--- src/rtl/perf_counter_sched.sv ---
// Profiling front end: a command-driven run window gates event pulses into a bank of
// split-half counters, then the frozen bank is streamed out over a valid/ready readout port.
module perf_counter_sched #(
  parameter int NUM_EVENTS = 4,
  parameter int WINDOW_W   = 32,
  parameter int HALF_W     = 32
) (
  input  logic                  clk,
  input  logic                  rst,
  input  logic                  cmd_valid,
  output logic                  cmd_ready,
  input  logic [1:0]            cmd_op,
  input  logic [WINDOW_W-1:0]   cmd_window,
  input  logic [NUM_EVENTS-1:0] event_in,
  output logic                  running,
  output logic                  window_done,
  output logic                  cmd_err,
  output logic                  rd_valid,
  input  logic                  rd_ready,
  output logic [3:0]            rd_idx,
  output logic [63:0]           rd_data,
  output logic                  rd_ovf,
  output logic                  rd_last
);

  typedef enum logic [1:0] {S_IDLE, S_RUN, S_DUMP} state_t;

  localparam logic [1:0] OP_START = 2'b01;
  localparam logic [1:0] OP_STOP  = 2'b10;
  localparam logic [1:0] OP_CLEAR = 2'b11;
  localparam logic [3:0] LAST_IDX = 4'(NUM_EVENTS - 1);

  state_t                r_state;
  state_t                w_next;
  logic [WINDOW_W-1:0]   r_wcnt;
  logic [HALF_W-1:0]     r_lo [NUM_EVENTS];
  logic [HALF_W-1:0]     r_hi [NUM_EVENTS];
  logic [NUM_EVENTS-1:0] r_ovf;
  logic [3:0]            r_idx;
  logic                  r_cmdErr;
  logic                  w_accept;
  logic                  w_illegal;
  logic                  w_clear;
  logic                  w_last;
  logic [HALF_W-1:0]     w_selLo;
  logic [HALF_W-1:0]     w_selHi;
  logic                  w_selOvf;

  // Gating with rst keeps cmd_ready low while reset is held.
  assign cmd_ready = rst & (r_state != S_DUMP);
  assign w_accept  = cmd_valid & cmd_ready;
  assign w_clear   = (r_state == S_IDLE) & w_accept & (cmd_op == OP_CLEAR);
  assign w_last    = (r_idx == LAST_IDX);
  assign cmd_err   = r_cmdErr;
  assign rd_idx    = r_idx;

  always_ff @(posedge clk or negedge rst) begin
    if (!rst) r_state <= S_IDLE;
    else      r_state <= w_next;
  end

  always_comb begin
    w_next      = r_state;
    running     = 1'b0;
    window_done = 1'b0;
    rd_valid    = 1'b0;
    w_illegal   = 1'b0;
    case (r_state)
      S_IDLE: begin
        if (w_accept && cmd_op == OP_START) w_next = S_RUN;
        if (w_accept && cmd_op == OP_STOP)  w_illegal = 1'b1;
      end
      S_RUN: begin
        running     = 1'b1;
        // wcnt==0 in RUN means an unbounded window; bounded runs leave RUN at wcnt==1.
        window_done = (r_wcnt == WINDOW_W'(1));
        if (window_done || (w_accept && cmd_op == OP_STOP)) w_next = S_DUMP;
        if (w_accept && (cmd_op == OP_START || cmd_op == OP_CLEAR)) w_illegal = 1'b1;
      end
      S_DUMP: begin
        rd_valid = 1'b1;
        if (rd_ready && w_last) w_next = S_IDLE;
      end
      default: w_next = S_IDLE;
    endcase
  end

  always_ff @(posedge clk or negedge rst) begin
    if (!rst) begin
      r_wcnt   <= '0;
      r_idx    <= 4'd0;
      r_cmdErr <= 1'b0;
      r_ovf    <= '0;
      for (int i = 0; i < NUM_EVENTS; i++) begin
        r_lo[i] <= '0;
        r_hi[i] <= '0;
      end
    end else begin
      r_cmdErr <= w_illegal;
      if (r_state == S_IDLE && w_accept && cmd_op == OP_START)
        r_wcnt <= cmd_window;
      else if (r_state == S_RUN && r_wcnt != '0)
        r_wcnt <= r_wcnt - WINDOW_W'(1);
      if (r_state == S_DUMP && rd_ready)
        r_idx <= w_last ? 4'd0 : r_idx + 4'd1;
      // Lower half carries into upper; wrapping the full counter sets the sticky flag.
      for (int i = 0; i < NUM_EVENTS; i++) begin
        if (w_clear) begin
          r_lo[i]  <= '0;
          r_hi[i]  <= '0;
          r_ovf[i] <= 1'b0;
        end else if (r_state == S_RUN && event_in[i]) begin
          r_lo[i] <= r_lo[i] + HALF_W'(1);
          if (r_lo[i] == '1) begin
            r_hi[i] <= r_hi[i] + HALF_W'(1);
            if (r_hi[i] == '1) r_ovf[i] <= 1'b1;
          end
        end
      end
    end
  end

  always_comb begin
    w_selLo  = '0;
    w_selHi  = '0;
    w_selOvf = 1'b0;
    for (int i = 0; i < NUM_EVENTS; i++) begin
      if (r_idx == 4'(i)) begin
        w_selLo  = r_lo[i];
        w_selHi  = r_hi[i];
        w_selOvf = r_ovf[i];
      end
    end
  end

  // Each half is zero-extended into its own 32-bit slot of the readout word.
  assign rd_data = rd_valid ? {32'(w_selHi), 32'(w_selLo)} : 64'd0;
  assign rd_ovf  = rd_valid & w_selOvf;
  assign rd_last = rd_valid & w_last;

endmodule

--- config.mk ---
export PLATFORM = sky130hd
export DESIGN_NAME = perf_counter_sched
export DESIGN_NICKNAME = d
export VERILOG_FILES = /design/src/rtl/perf_counter_sched.sv
export SDC_FILE = /design/constraint.sdc
export NUM_CORES = 1
export LEC_CHECK = 0
export BUFFER_PORTS_ARGS = -buffer_cell sky130_fd_sc_hd__buf_2
export CAP_MARGIN = 20
export CORE_ASPECT_RATIO = 0.5
export CORE_MARGIN = 10
export CORE_UTILIZATION = 30
export DETAILED_ROUTE_END_ITERATION = 16
export GPL_TIMING_DRIVEN = 1
export PLACE_DENSITY = 0.56
export SETUP_SLACK_MARGIN = 0.3
export SYNTH_ARGS = -nofsm -noshare
export SYNTH_HDL_FRONTEND = slang
export SYNTH_SLANG_ARGS = --single-unit
--- constraint.sdc ---
create_clock -name clk -period 2.8 [get_ports clk]
set_input_delay 0.28 -clock clk [delete_from_list [all_inputs] [get_ports clk]]
set_output_delay 0.28 -clock clk [all_outputs]
set_load 0.01 [all_outputs]
==> results of run 1 <==
[registers in the layout (all words and copies together), names as in the netlist]
| signal | count |
|---|---|
| r_wcnt | 32 |
| r_lo | 128 |
| rd_idx | 4 |
| r_hi | 128 |
| cmd_err | 1 |
| r_ovf | 4 |
| r_state | 2 |
[cell usage after synthesis, types with 2 or more instances]
master	instances	area, µm²
a211oi_1	11	82.6
buf_2	4	20.0
nand2b_1	10	62.6
or2_2	3	18.8
and3_1	46	288
o21ai_0	87	435
a21oi_1	158	791
inv_1	37	139
ha_1	14	175
or3_1	82	513
a221oi_1	65	569
a31oi_1	3	18.8
nor2_1	340	1280
nor3_1	119	596
or2_1	2	12.5
or4_1	17	128
buf_6	3	33.8
a21o_1	3	22.5
nand4b_1	3	26.3
a2111o_1	2	22.5
dfrtp_1	299	7480
nand3_1	94	470
o31ai_1	11	82.6
xor2_1	102	893
nor2b_1	3	18.8
xnor2_1	79	692
o21a_1	12	90.1
nand3b_1	4	30.0
clkbuf_1	102	383
o211ai_1	4	30.0
and2_1	22	138
nand2_1	145	544
mux2i_1	8	80.1
o221a_2	2	22.5
nor4b_1	6	52.6
mux2_2	3	33.8
nand4_1	90	563
o41ai_1	2	17.5
nor4_1	40	250
o311ai_0	2	17.5
and4_1	19	166
buf_1	10	37.5
o22ai_1	2	12.5
[worst max path at each step]
stage	from	to	slack [ns]	depth (start not counted)
after global routing	rd_idx[0]	rd_data[5]	-0.25	13
after global placement	r_wcnt[25]	window_done	0.18	6
after CTS	rd_idx[0]	rd_data[17]	-0.18	12
after floorplan	r_state[1]	r_hi[35]	0.21	9
after detailed placement	r_lo[70]	r_hi[85]	0.15	7
final	rd_idx[0]	rd_data[2]	-0.12	12
[cell families (layout without fill, tap and decap cells)]
group	count (synthesis)	count (layout)	synth area share, %
xor+xnor	181	181	9.04
simple gates	1055	1056	30.1
mux	11	11	0.649
buf+inv	157	383	3.52
fa+ha+maj	14	14	0.999
flops	299	299	42.7
compound gates	370	370	13.0
other cells	0	1	0
[worst register-to-register path: cells and delay by family, from the launching register on]
kind,cells,cell delay [ns]
DFF,1,0.45
xor gates and xnor gates,1,0.22
buffers and inverters,3,0.37
AOI/OAI and AO/OA,1,0.09
and+or+nand+nor,4,1.25
[layout by cell type, fill, tap and decap left out, types with 9 or more instances in the layout]
cell and n:
o21a_1 12, o31ai_1 10, nand3_1 90, clkbuf_16 36, nor4_1 35, nor3_2 46
a21oi_2 38, and2_1 18, or3_1 81, buf_4 109, buf_6 18, inv_1 35
dfrtp_2 13, clkbuf_8 9, dlygate4sd3_1 20, a221oi_4 36, o21ai_0 82, nor2_1 336
and3_1 44, a211oi_2 9, ha_1 10, buf_12 15, and4_1 17, buf_2 116
dfrtp_1 286, nor3_1 64, nand2_1 143, a21oi_1 120, xnor2_1 79, xor2_1 102
a221oi_2 28, nand4_1 90, or4_4 9, nor3_4 9
[repair_timing]
item                       in CTS  in global routing
hold endpoints to repair       20                  0
hold buffers                   20                  0
gates resized for setup       188                138
pin swaps                      24                 54
cloned                          7                  4
setup buffers                  17                 32
setup endpoints to repair     120                139
[metal layers]
layer / track usage, % / routed length [µm] / up-vias
met5: 0 / 0 / -
met4: 4.32 / 1530 / 0
met3: 2.76 / 3070 / 86
met2: 27.0 / 28000 / 443
met1: 22.6 / 27800 / 8280
li1: - / - / 7941
[final cells by class]
| type | count | area, µm² | share of cell area, % |
|---|---|---|---|
| Multi-Input combinational cell | 1632 | 11000 | 47.8 |
| Sequential cell | 299 | 7500 | 32.5 |
| Timing Repair Buffer | 290 | 2380 | 10.3 |
| Clock buffer | 49 | 1020 | 4.42 |
| Tap cell | 768 | 961 | 4.17 |
| Inverter | 38 | 143 | 0.619 |
| Clock inverter | 6 | 37.5 | 0.163 |
| Antenna cell | 1 | 2.50 | 0.0109 |
[power by group]
group,switching [mW],internal (mW),total [mW]
Clock,1.92,2.52,4.44
Sequential,0.454,4.68,5.13
Combinational,4.62,3.00,7.62
Total,7.00,10.2,17.2
==> impl_metrics.toml, run 1 <==
[worst_hold_path]
min_delay_path_depth = 3
hold_path_end = "r_wcnt[11]"
hp-class = "input pin to flop"
min_from = "cmd_window[11]"

[detailed_routing]
wirelength_mm = 60.3
drc = 0
vias = 16800
drtIter0Drc = 1630
firstDrtPassIters = 5
ant_nets = 0
routedWlPerCell_um = 19.6
routed_via_density = 5.43

[sta]
setup_ws_ns = -0.120
report.final.hold_viol_count = 0
max_slew_margin_pct = 40.1
layout_worst_path_cycle_share_pct = 104
skew_ns = 0.0247
max_clock_freq_mhz = 342
rsz0062_at_grt = "yes"
tightest_slew_ns = 0.899
tns_ns = -2.72
fin_crit_ns = 2.92
finalMaxSlewViolations = 0
setup_viol = 49
hold_ws_ns = 0.00933

[critical_path]
cpPeakStageDelay_ns = 0.42
reg2reg_depth = 9
crit_fanout = 8
path_class = "flop to output pin"
r2r_slack_ns = 0.31
critPathBufInv = 6
cp.arrival_ns = 2.64
slowest_stage = "dfrtp_2"
reg2reg_from = "r_wcnt[18]"
start_kind = "flop"
required_ns = 2.52
critPathTopFamily = "buffers and inverters"
end_kind = "output pin"
reg2reg_to = "r_wcnt[27]"
path_cells = "inv_2 -> ha_4 -> nor4b_4 -> buf_6 -> buf_4 -> buf_12 -> buf_16 -> a221oi_2 -> nor3_1 -> a21oi_1 -> nor2_1 -> buf_2"

[global_routing]
grt_pass1_vias = 16000
grt_use_total_pct = 16.6
grt_pass1_wl_mm = 93.2
grt_antenna_before_repair = 1
grt_max_degree = 107
gr-total-overflow = 0

[place]
io_buffers = 116
hpwlAfterDp_mm = 39.4
placed_cell_area_mm2 = 0.0195
dpl_worst_slack_ns = 0.146
place_congestion = 0.862
dp.cells = 2947

[floorplan]
dieArea_mm2 = 0.0691
pin_count = 117
rows = 62
core-area_mm2 = 0.0576
start_util_pct = 30.4
fp.dieH_um = 191
die_x_um = 362

[logic_synthesis]
yosysWarnings = 0
syn_area_mm2 = 0.0175
synthCells = 2087
ys.flop_type = "dfrtp_1"
syn-mean-instance-area_um2 = 8.40
ys_async_sr_fraction_pct = 100
syn_nets = 2143
ys_ff_latch = 299
synth_edf_count = 0
seq_area_frac_synth_pct = 42.7
yosys.cell_types.count = 60

[cells_and_area]
drive_gt1_share_pct = 24.3
area_growth_pct = 31.5
nFillCells = 5700
fin_area_mm2 = 0.0231
fin_nets = 2351
finalNonFillerCells = 3083
utilization_pct = 40.0

[power]
cellLeakagePower_nw = 9.49
power.total_mw = 17.2
ir_worst_vdd_uv = 509
cellPowerDensity_mw_per_mm2 = 746

[clock_network]
clkTransAtPathRegs_ns = 0.06
cts.path.max_buffers = 3
clock-root-buffer = "clkbuf_16"
cts_tree = "built"
clk_latency_ns = 0.54
htreeDepth = 2
clock_sinks = 299
numCtsBuffers = 34

[run_status]
failed_checks = "negative setup slack"
status = "finished, violations left"

[flow_run]
drv_cap = 0
(Power assumes the default switching activity.)
==> inputs of run 2 (changes only) <==
- PLACE_DENSITY: 0.56 -> 0.54
- clock period: 2.8 -> 3.4 ns (I/O delays scaled with it)
==> impl_metrics.toml, run 2 (same netlist as run 1, synthesis figures left out) <==
[run_status]
status = "finished, violations left"
failed_checks = "negative hold slack"

[sta]
setup_viol = 0
setup_ws_ns = 0.259
finalMaxSlewViolations = 0
tightest_slew_ns = 0.887
layout_worst_path_cycle_share_pct = 92.4
max_slew_margin_pct = 40.8
rsz0062_at_grt = "yes"
hold_ws_ns = -0.0481
tns_ns = 0
report.final.hold_viol_count = 39
fin_crit_ns = 3.14
max_clock_freq_mhz = 318
skew_ns = 0.0341

[clock_network]
clkTransAtPathRegs_ns = 0.06
clk_latency_ns = 0.53
htreeDepth = 2
cts.path.max_buffers = 3
clock_sinks = 299
cts_tree = "built"
numCtsBuffers = 34
clock-root-buffer = "clkbuf_16"

[detailed_routing]
drtIter0Drc = 1232
routed_via_density = 5.39
firstDrtPassIters = 5
routedWlPerCell_um = 19.0
vias = 16000
drc = 0
ant_nets = 0
wirelength_mm = 56.4

[critical_path]
end_kind = "output pin"
critPathBufInv = 2
critPathTopFamily = "compound AO/OA/AOI/OAI gates"
crit_fanout = 65
start_kind = "flop"
crit_start = "rd_idx[0]"
cp.arrival_ns = 2.80
path_class = "flop to output pin"
slowest_stage = "a221oi_1"
path_cells = "ha_2 -> and2_2 -> buf_12 -> a221oi_1 -> nor3_1 -> a21oi_1 -> nor2_1 -> buf_2"
reg2reg_from = "r_state[1]"
required_ns = 3.06
cpPeakStageDelay_ns = 0.60

[floorplan]
fp.dieH_um = 191
dieArea_mm2 = 0.0691
die_x_um = 362
pin_count = 117
rows = 62
core-area_mm2 = 0.0576
start_util_pct = 30.4

[cells_and_area]
biggestRegsByFlops = "r_hi: 128 flops, r_lo: 128 flops, r_wcnt: 32 flops"
final_cell_mix = "nor2_1 (337), dfrtp_1 (297), a21oi_1 (158), nand2_1 (144), buf_2 (115)"
fin_area_mm2 = 0.0208
layout_commonest_cell = "nor2_1"
fin_nets = 2236
finalNonFillerCells = 2969
area_growth_pct = 18.7
drive_gt1_share_pct = 14.3
n_antenna_cell = 0

[power]
combPwrFrac_pct = 35.5
ir_worst_vdd_uv = 337
power_frac_seq_pct = 34.2
internal-power_mw = 7.59
p_sw_share_pct = 38.8
pwr-share-clk_pct = 30.3
cellLeakagePower_nw = 8.62
power.switching_mw = 4.81
cellPowerDensity_mw_per_mm2 = 596

[place]
placed_cell_area_mm2 = 0.0191
hpwlAfterDp_mm = 38.6
place_congestion = 0.841
dpl_worst_slack_ns = 0.404
io_buffers = 116
dp.cells = 2897

[global_routing]
gr-total-overflow = 0
grt_antenna_before_repair = 0
grt_max_degree = 143
grt_pass1_vias = 15500
grt_use_total_pct = 15.6
grt_pass1_wl_mm = 88.2

[worst_hold_path]
hp-class = "input pin to asynchronous set/reset pin"

[flow_run]
drv_cap = 0
## run 2: cell types whose count changed in the layout (fill, tap and decap cells not counted), sizes merged
cell	previous run	this run
buf	268	167
dlygate4sd3	20	4
bufinv	0	3
and2	24	25
diode	1	0
## run 2: final cells by class
type | count | area (µm²)
clock buffers | 48 | 955
clock inverters | 9 | 128
fillers | 5959 | 36800
inverters | 38 | 143
multi-input cells | 1633 | 9890
flip-flops and latches | 299 | 7480
well taps | 768 | 961
repair buffers | 174 | 1250
## run 2: power groups by stage
stage               Clock, mW  Combinational [mW]  Sequential (mW)
global placement            0                3.79             4.27
finish                   3.76                4.40             4.24
detailed placement          0                3.79             4.28
floorplan                   0                2.31             4.19
CTS                      3.85                3.87             4.22
global route             4.00                4.78             4.30
## run 2: worst paths after layout
| path | endpoint | slack [ns] | depth (start not counted) |
|---|---|---|---|
| setup / recovery | rd_data[47] | 0.26 | 8 |
| hold / removal | r_wcnt[21] | -0.05 | 2 |
| setup reg to reg | r_hi[94] | 0.52 | 7 |
| hold reg to reg | r_ovf[2] | 0.49 | 1 |
| max in group asynchronous | r_hi[13] | 2.11 | 3 |
| min in group clk | r_wcnt[19] | 0.04 | 3 |
## run 2: timing repair
action | in CTS | in global routing
pin swaps | 1 | 9
endpoints found under the hold margin | 4 | 0
gates resized for setup | 13 | 76
hold buffers | 4 | 0
cloned | 1 | 4
setup buffers | 0 | 6
endpoints found under the setup margin | 49 | 79
## run 2: through the flow
step | total power, mW | utilization (%)
2_1_floorplan | 6.49 | -
3_3_place_gp | 8.06 | 33.1
3_5_place_dp | 8.06 | 33.1
4_1_cts | 11.9 | 35.2
5_1_grt | 13.1 | 36.1
6_report | 12.4 | 36.1
## run 2: routing by layer
metal	routed length, µm	part of all wire [%]	track usage [%]
met1	25600	45	21.0
met5	0	0	0
met3	3260	5.8	2.73
met2	26400	47	25.8
met4	1130	2.0	3.99
## run 2: worst reg2reg max path: cells and delay by family (launching register included)
kind,cells,cell delay (ns)
and+or+nand+nor,5,1.86
AOI/OAI and AO/OA,1,0.14
buffers and inverters,1,0.35
DFF,1,0.45
